$ cat src/rtl/bht_predictor.sv
// Branch history table of saturating counters with optional gshare indexing.
// Lookups return a registered prediction one cycle later; updates train one counter per cycle.
module bht_predictor #(
    parameter int IDX_W  = 4,
    parameter int CNT_W  = 2,
    parameter int INIT   = 2 ** (CNT_W - 1),
    parameter int GSHARE = 0
) (
    input  logic             clk,
    input  logic             rst_n,
    input  logic             lk_valid,
    input  logic [IDX_W-1:0] lk_pc,
    output logic             pred_valid,
    output logic             pred_taken,
    output logic [IDX_W-1:0] pred_idx,
    input  logic             upd_valid,
    input  logic [IDX_W-1:0] upd_idx,
    input  logic             upd_taken,
    input  logic             upd_mispred,
    output logic [IDX_W-1:0] ghr,
    output logic [15:0]      mispred_cnt
);

    localparam int               ENTRIES  = 1 << IDX_W;
    localparam logic [CNT_W-1:0] CNT_MAX  = '1;
    localparam logic [CNT_W-1:0] CNT_ONE  = CNT_W'(1);
    localparam logic [CNT_W-1:0] CNT_INIT = CNT_W'(INIT);

    logic [CNT_W-1:0] cnt_q [ENTRIES];
    logic [CNT_W-1:0] cnt_d [ENTRIES];
    logic [CNT_W-1:0] upd_cnt;
    logic [IDX_W-1:0] lk_idx;

    logic             pred_valid_q, pred_valid_d;
    logic             pred_taken_q, pred_taken_d;
    logic [IDX_W-1:0] pred_idx_q,   pred_idx_d;
    logic [IDX_W-1:0] ghr_q,        ghr_d;
    logic [15:0]      mispred_cnt_q, mispred_cnt_d;

    always_comb begin
        // Index uses the pre-shift history even when an update shifts it this cycle.
        lk_idx = (GSHARE != 0) ? (lk_pc ^ ghr_q) : lk_pc;

        // Lookup reads cnt_q, so a same-cycle update to that entry is not bypassed.
        pred_valid_d = lk_valid;
        pred_taken_d = lk_valid ? cnt_q[lk_idx][CNT_W-1] : pred_taken_q;
        pred_idx_d   = lk_valid ? lk_idx : pred_idx_q;

        cnt_d         = cnt_q;
        upd_cnt       = cnt_q[upd_idx];
        ghr_d         = ghr_q;
        mispred_cnt_d = mispred_cnt_q;

        if (upd_valid) begin
            if (upd_taken) begin
                if (upd_cnt != CNT_MAX) cnt_d[upd_idx] = upd_cnt + CNT_ONE;
            end else begin
                if (upd_cnt != '0) cnt_d[upd_idx] = upd_cnt - CNT_ONE;
            end
            if (GSHARE != 0) ghr_d = {ghr_q[IDX_W-2:0], upd_taken};
            if (upd_mispred && (mispred_cnt_q != 16'hFFFF)) mispred_cnt_d = mispred_cnt_q + 16'd1;
        end
    end

    always_ff @(posedge clk or negedge rst_n) begin
        if (!rst_n) begin
            // NOTE: the table is a register array, not RAM, so every entry can be reset to INIT.
            for (int i = 0; i < ENTRIES; i++) cnt_q[i] <= CNT_INIT;
            pred_valid_q  <= 1'b0;
            pred_taken_q  <= 1'b0;
            pred_idx_q    <= '0;
            ghr_q         <= '0;
            mispred_cnt_q <= '0;
        end else begin
            // NOTE: non-blocking updates so every flop samples pre-edge values.
            cnt_q         <= cnt_d;
            pred_valid_q  <= pred_valid_d;
            pred_taken_q  <= pred_taken_d;
            pred_idx_q    <= pred_idx_d;
            ghr_q         <= ghr_d;
            mispred_cnt_q <= mispred_cnt_d;
        end
    end

    assign pred_valid  = pred_valid_q;
    assign pred_taken  = pred_taken_q;
    assign pred_idx    = pred_idx_q;
    assign ghr         = ghr_q;
    assign mispred_cnt = mispred_cnt_q;

endmodule
$ cat config.mk
export PLATFORM = sky130hd
export DESIGN_NAME = bht_predictor
export DESIGN_NICKNAME = d
export VERILOG_FILES = /design/src/rtl/bht_predictor.sv
export SDC_FILE = /design/constraint.sdc
export NUM_CORES = 1
export LEC_CHECK = 0
export ABC_AREA = 1
export CAP_MARGIN = 20
export CORE_MARGIN = 2
export CORE_UTILIZATION = 50
export DETAILED_ROUTE_END_ITERATION = 6
export PLACE_DENSITY_LB_ADDON = 0.15
export SYNTH_ARGS = -nofsm -noshare
export SYNTH_HDL_FRONTEND = slang
export SYNTH_SLANG_ARGS = --single-unit
$ cat constraint.sdc
create_clock -name clk -period 2.48 [get_ports clk]
set_input_delay 0.372 -clock clk [delete_from_list [all_inputs] [get_ports clk]]
set_output_delay 0.372 -clock clk [all_outputs]
set_load 0.02 [all_outputs]
# Word-level counts from Yosys, hierarchy flattened
# Index checks and enable logic that the tools add are counted.
totals:
  out_inout_bits: 26
  regBits: 54
  wordCells: 50
  input_bits: 14
op_classes:
  reduce_logical: 6
  add_sub_neg: 3
  muxes: 13
  eq_ne: 3
  bitwise: 2
  magnitude_cmp: 3
ops:
  columns: ["cell", "n"]
  rows:
  - ["32-bit 2-to-1 mux", 3]
  - ["32-bit bitwise mux", 2]
  - ["16-bit by 1-bit adder with 16-bit output, second input constant", 1]
  - ["2-bit binary-select mux with 4-bit select", 2]
  - ["16-bit inequality test, second input constant", 1]
  - ["5-bit greater-or-equal comparator, second input constant", 2]
  - ["2-bit 2-to-1 mux", 5]
  - ["4-bit inverter with 5-bit output", 2]
  - ["2-bit demux with 4-bit select", 1]
  - ["5-bit by 1-bit < comparator with 1-bit output, second input constant", 1]
  - ["2-bit nonzero test", 2]
  - ["3-bit AND reduction", 1]
  - ["2-bit by 1-bit adder with 2-bit output, second input constant", 1]
  - ["1-bit logical AND", 2]
  - ["2-bit by 1-bit inequality test with 1-bit output, second input constant", 1]
  - ["2-bit inequality test, second input constant", 1]
  - ["2-bit AND reduction", 1]
  - ["2-bit by 1-bit subtractor with 2-bit output, second input constant", 1]

# Longest topological paths before layout
depth:
  depth_word: 8
  depth_mapped: 20
  mapped_depth_nobuf: 19

# Worst setup path after synthesis
# OpenSTA, ideal clock, no wires.
synth_timing:
  kind: "input to register"
  start: "input upd_idx[0]"
  end: "register cnt_q[21] in the netlist's numbering"
  setup_time_ps: 91
  path_stages: 13
  required_time_ps: 2389
  path_slack_ps: 355
  path_buffers: 3
  arrival_time_ps: 2033
  cell_sequence: "buf_6 -> nand2_1 -> nand2_1 -> nand2_1 -> nand2_1 -> nand2_1 -> nand2_2 -> nor2_4 -> buf_6 -> ha_1 -> xor2_1 -> clkbuf_1 -> o21ai_0"
synth_between:
  elab_chain_len: 8
  word_cells_on_any_way: 21
  cone_classes: "add/sub: 2; order compare: 2; eq/ne: 2; mux: 10; bitwise: 1; reduce/logical: 4"
synth_lines:
  columns: ["item", "line", "source"]
  rows:
  - ["start, declared", "17", "input logic [IDX_W-1:0] upd_idx,"]
  - ["4-bit inverter with 5-bit output (implied by the code) (*)", "50, 56, 58", null]
  - ["2-bit binary-select mux with 4-bit select (tied with other cells)", "50", "upd_cnt = cnt_q[upd_idx];"]
  - ["2-bit 2-to-1 mux (implied by the code) / 1-bit logical AND (equally long branches)", "50, 56, 58", null]
  - ["2-bit 2-to-1 mux (on tied branches)", "50, 56, 58", null]
  - ["2-bit by 1-bit subtractor with 2-bit output (tied with other cells)", "58", "if (upd_cnt != '0) cnt_d[upd_idx] = upd_cnt - CNT_ONE;"]
  - ["32-bit bitwise mux (on tied branches)", "58, 56", null]
  - ["32-bit 2-to-1 mux (on tied branches)", "58, 56", null]
  - ["32-bit 2-to-1 mux", "55", "if (upd_taken) begin"]
  - ["end signal, assigned", "76", "cnt_q <= cnt_d;"]
  - ["end, declared", "29", "logic [CNT_W-1:0] cnt_q [ENTRIES];"]
# Mark *: on every way between the ends. The rest lies on a longest branch, timed or not. The select of a mux whose other input is x is not followed.
# A chain may end at the register's enable or synchronous reset.

==> insert_results.sql <==
INSERT INTO impl_metrics (metric_group, metric, value, unit) VALUES
('die', 'initial_utilization', '0.520', ''),
('timing', 'final_min_period_over_clock_period', '0.897', ''),
('run_status', 'outcome', 'complete, but fails checks', ''),
('finish', 'synthToLayoutAreaGrowth', '23.0', '%'),
('place', 'dp.cells', '552', ''),
('yosys', 'yosysWarnings', '0', ''),
('run_status', 'violations', 'design-rule violations', ''),
('finish', 'final_nets', '502', ''),
('clock_tree', 'cts_max_level', '2', ''),
('timing', 'rsz0062_at_grt', 'false', ''),
('timing', 'timing.final.hold_violations', '0', ''),
('yosys', 'syn_avg_cell_area', '7.17', 'um2'),
('drt', 'detailedRoute.firstPassIterationCount', '7', ''),
('timing', 'totalNegativeSetupSlack', '0', 'ps'),
('drt', 'avgViaCountPerCell', '5.01', ''),
('timing', 'fin_worst_skew', '9.15', 'ps'),
('timing', 'final-setup-viol-count', '0', ''),
('clock_tree', 'cts.sinks', '54', ''),
('setup_path', 'critical_path.slowest_cell', 'sky130_fd_sc_hd__nor2_2', ''),
('yosys', 'synth_flop_cell', 'sky130_fd_sc_hd__dfrtp_1', ''),
('timing', 'tightestPinTransition', '600', 'ps'),
('setup_path', 'critical_path.startpoint_type', 'input port', ''),
('die', 'floorplan.die.width', '82.7', 'um'),
('finish', 'antenna-diode-count', '0', ''),
('yosys', 'synthCells', '432', ''),
('clock_tree', 'clkLatencyLatePin', '320', 'ps'),
('yosys', 'synthDominantAreaCellType', 'sky130_fd_sc_hd__dfrtp_1', ''),
('clock_tree', 'postCtsHoldBufs', '0', ''),
('timing', 'slew-limit-headroom', '0.600', ''),
('setup_path', 'cp_data_arrival_time', '2480', 'ps'),
('die', 'chipHeight', '82.7', 'um'),
('yosys', 'synth.cells.most_frequent', 'sky130_fd_sc_hd__nand2_1, sky130_fd_sc_hd__dfrtp_1, sky130_fd_sc_hd__inv_1', ''),
('grt', 'grt_antenna_before_repair', '0', ''),
('yosys', 'synthMostInstantiatedCell', 'sky130_fd_sc_hd__nand2_1', ''),
('flow_run', 'number_of_max_capacitance_violations_reported', '0', ''),
('grt', 'maximum_number_of_pins_on_one_net_before_global_route_repair', '31', ''),
('yosys', 'yosysTopAreaCellShare', '0.307', ''),
('hold_path', 'holdCritPathClass', 'in -> async', ''),
('clock_tree', 'root_buffer', 'sky130_fd_sc_hd__clkbuf_8', ''),
('pwr', 'p_per_area', '800', 'nW/um2'),
('die', 'die-area', '6840', 'um2'),
('timing', 'worst_hold_slack', '44.8', 'ps'),
('drt', 'drt-wirelength-per-cell', '12.9', 'um'),
('clock_tree', 'cts_made_buffers', '5', ''),
('clock_tree', 'clk_pin_slew', '100', 'ps'),
('place', 'dp.final_hpwl', '5.39', 'mm'),
('finish', 'n_fill_cell', '565', ''),
('drt', 'drt_drc_violations_left', '4', ''),
('grt', 'global_route.usage.total', '0.229', ''),
('yosys', 'synthArstFlopShare', '1.00', ''),
('grt', 'grt_pass1_vias', '2561', ''),
('clock_tree', 'clock_tree_from_tritoncts', 'yes', ''),
('clock_tree', 'clk_path_buf_depth', '2', ''),
('place', 'io_buffers', '35', ''),
('grt', 'gr-total-overflow', '0', ''),
('pwr', 'leakage_power_of_the_design', '1.96', 'nW'),
('yosys', 'ys_ff_latch', '54', ''),
('drt', 'first_iter_violations', '227', ''),
('finish', 'layout-drive-gt1-share', '0.165', ''),
('setup_path', 'crit_path_end_kind', 'register', ''),
('drt', 'drt_antenna_net_count', '0', ''),
('setup_path', 'critical_path.most_common_cell', 'sky130_fd_sc_hd__nand2_1', ''),
('finish', 'post_layout_nonfiller_instances', '561', ''),
('drt', 'vias', '2813', ''),
('setup_path', 'critical_path_required_time', '2740', 'ps'),
('setup_path', 'worstSetupPathType', 'in -> reg', ''),
('die', 'core_region_area', '5960', 'um2'),
('die', 'row_count', '28', ''),
('timing', 'timing.final.crit_period', '2230', 'ps'),
('drt', 'route.final.wire_length', '7.26', 'mm'),
('timing', 'timing.fmax', '0.449', 'GHz');
-- cell families (layout without fill, tap and decap cells) --
group / after synthesis / count (layout) / synth area share
adder cells (fa/ha/maj): 3 / 3 / 0.0121
buffers and inverters: 52 / 103 / 0.0804
other: 1 / 4 / 0.00121
XOR/XNOR: 13 / 13 / 0.0368
AO/OA/AOI/OAI: 33 / 33 / 0.0566
AND/OR/NAND/NOR: 276 / 276 / 0.370
flip-flops: 54 / 54 / 0.443
-- final timing paths --
check / start / to / slack [ps] / cells after the start
min in group clk: register / register / 480 / 2
setup / recovery: upd_idx[0] / register / 250 / 19
hold / removal: rst_n / asynchronous set/reset pin / 40 / 1
setup reg to reg: cnt_q[3]$_DFFE_PN1P_ / register / 390 / 16
hold reg to reg: register / register / 480 / 2
max in group asynchronous: rst_n / cnt_q[25]$_DFFE_PN1P_ / 1790 / 2
-- cells in the final DEF (no fill, tap or decap), drive strengths merged --
master	n
nand2	217
inv	40
dfrtp	38
clkdlybuf4s50	32
nor2	32
o21ai	25
buf	20
dfstp	16
nand3	15
nand4	7
xor2	7
xnor2	6
clkbuf	5
a21oi	4
conb	4
ha	3
nor3	3
clkinv	3
a22oi	2
o211ai	2
dlymetal6s2s	2
nand3b	1
and2	1
bufinv	1
-- timing repair --
| item | 4_1_cts | 5_1_grt |
|---|---|---|
| gates resized for setup | 3 | 29 |
| setup endpoints to repair | 22 | 32 |
| cloned | 0 | 0 |
| pin swaps | 0 | 2 |
| setup buffers | 0 | 1 |
-- cell type report --
| type | instances | area (um2) | share of cell area |
|---|---|---|---|
| clock inverter | 3 | 40.0 | 0.0105 |
| clock buffer | 5 | 68.8 | 0.0181 |
| sequential | 54 | 1370 | 0.360 |
| inverter | 41 | 156 | 0.0411 |
| tap | 75 | 93.8 | 0.0247 |
| multi-input combinational | 329 | 1560 | 0.409 |
| timing repair buffer | 54 | 518 | 0.136 |
-- per-stage QoR --
step	power, mW	worst slack (ps)
after floorplan	2.06	355
after global placement	2.39	-594
after detailed placement	2.41	-644
after CTS	3.04	13.0
after global routing	3.27	109
final	3.04	255
-- critical path: cells and delay by family --
family / cells / cell delay, ps
buf+inv: 6 / 710
simple gates: 12 / 1190
fa+ha+maj: 1 / 190
-- per-layer routing --
layer | global-route usage | vias up | routed length, um
li1 | - | 1430 | -
met4 | 0.0738 | 0 | 89
met2 | 0.346 | 67 | 3290
met1 | 0.335 | 1307 | 3580
met3 | 0.0391 | 9 | 309
met5 | 0 | - | 0
-- power by group --
part	internal [mW]	total (mW)	switching, mW
registers	1.24	1.48	0.238
logic	0.417	0.975	0.558
clock network	0.297	0.589	0.291
(Power assumes the default switching activity.)
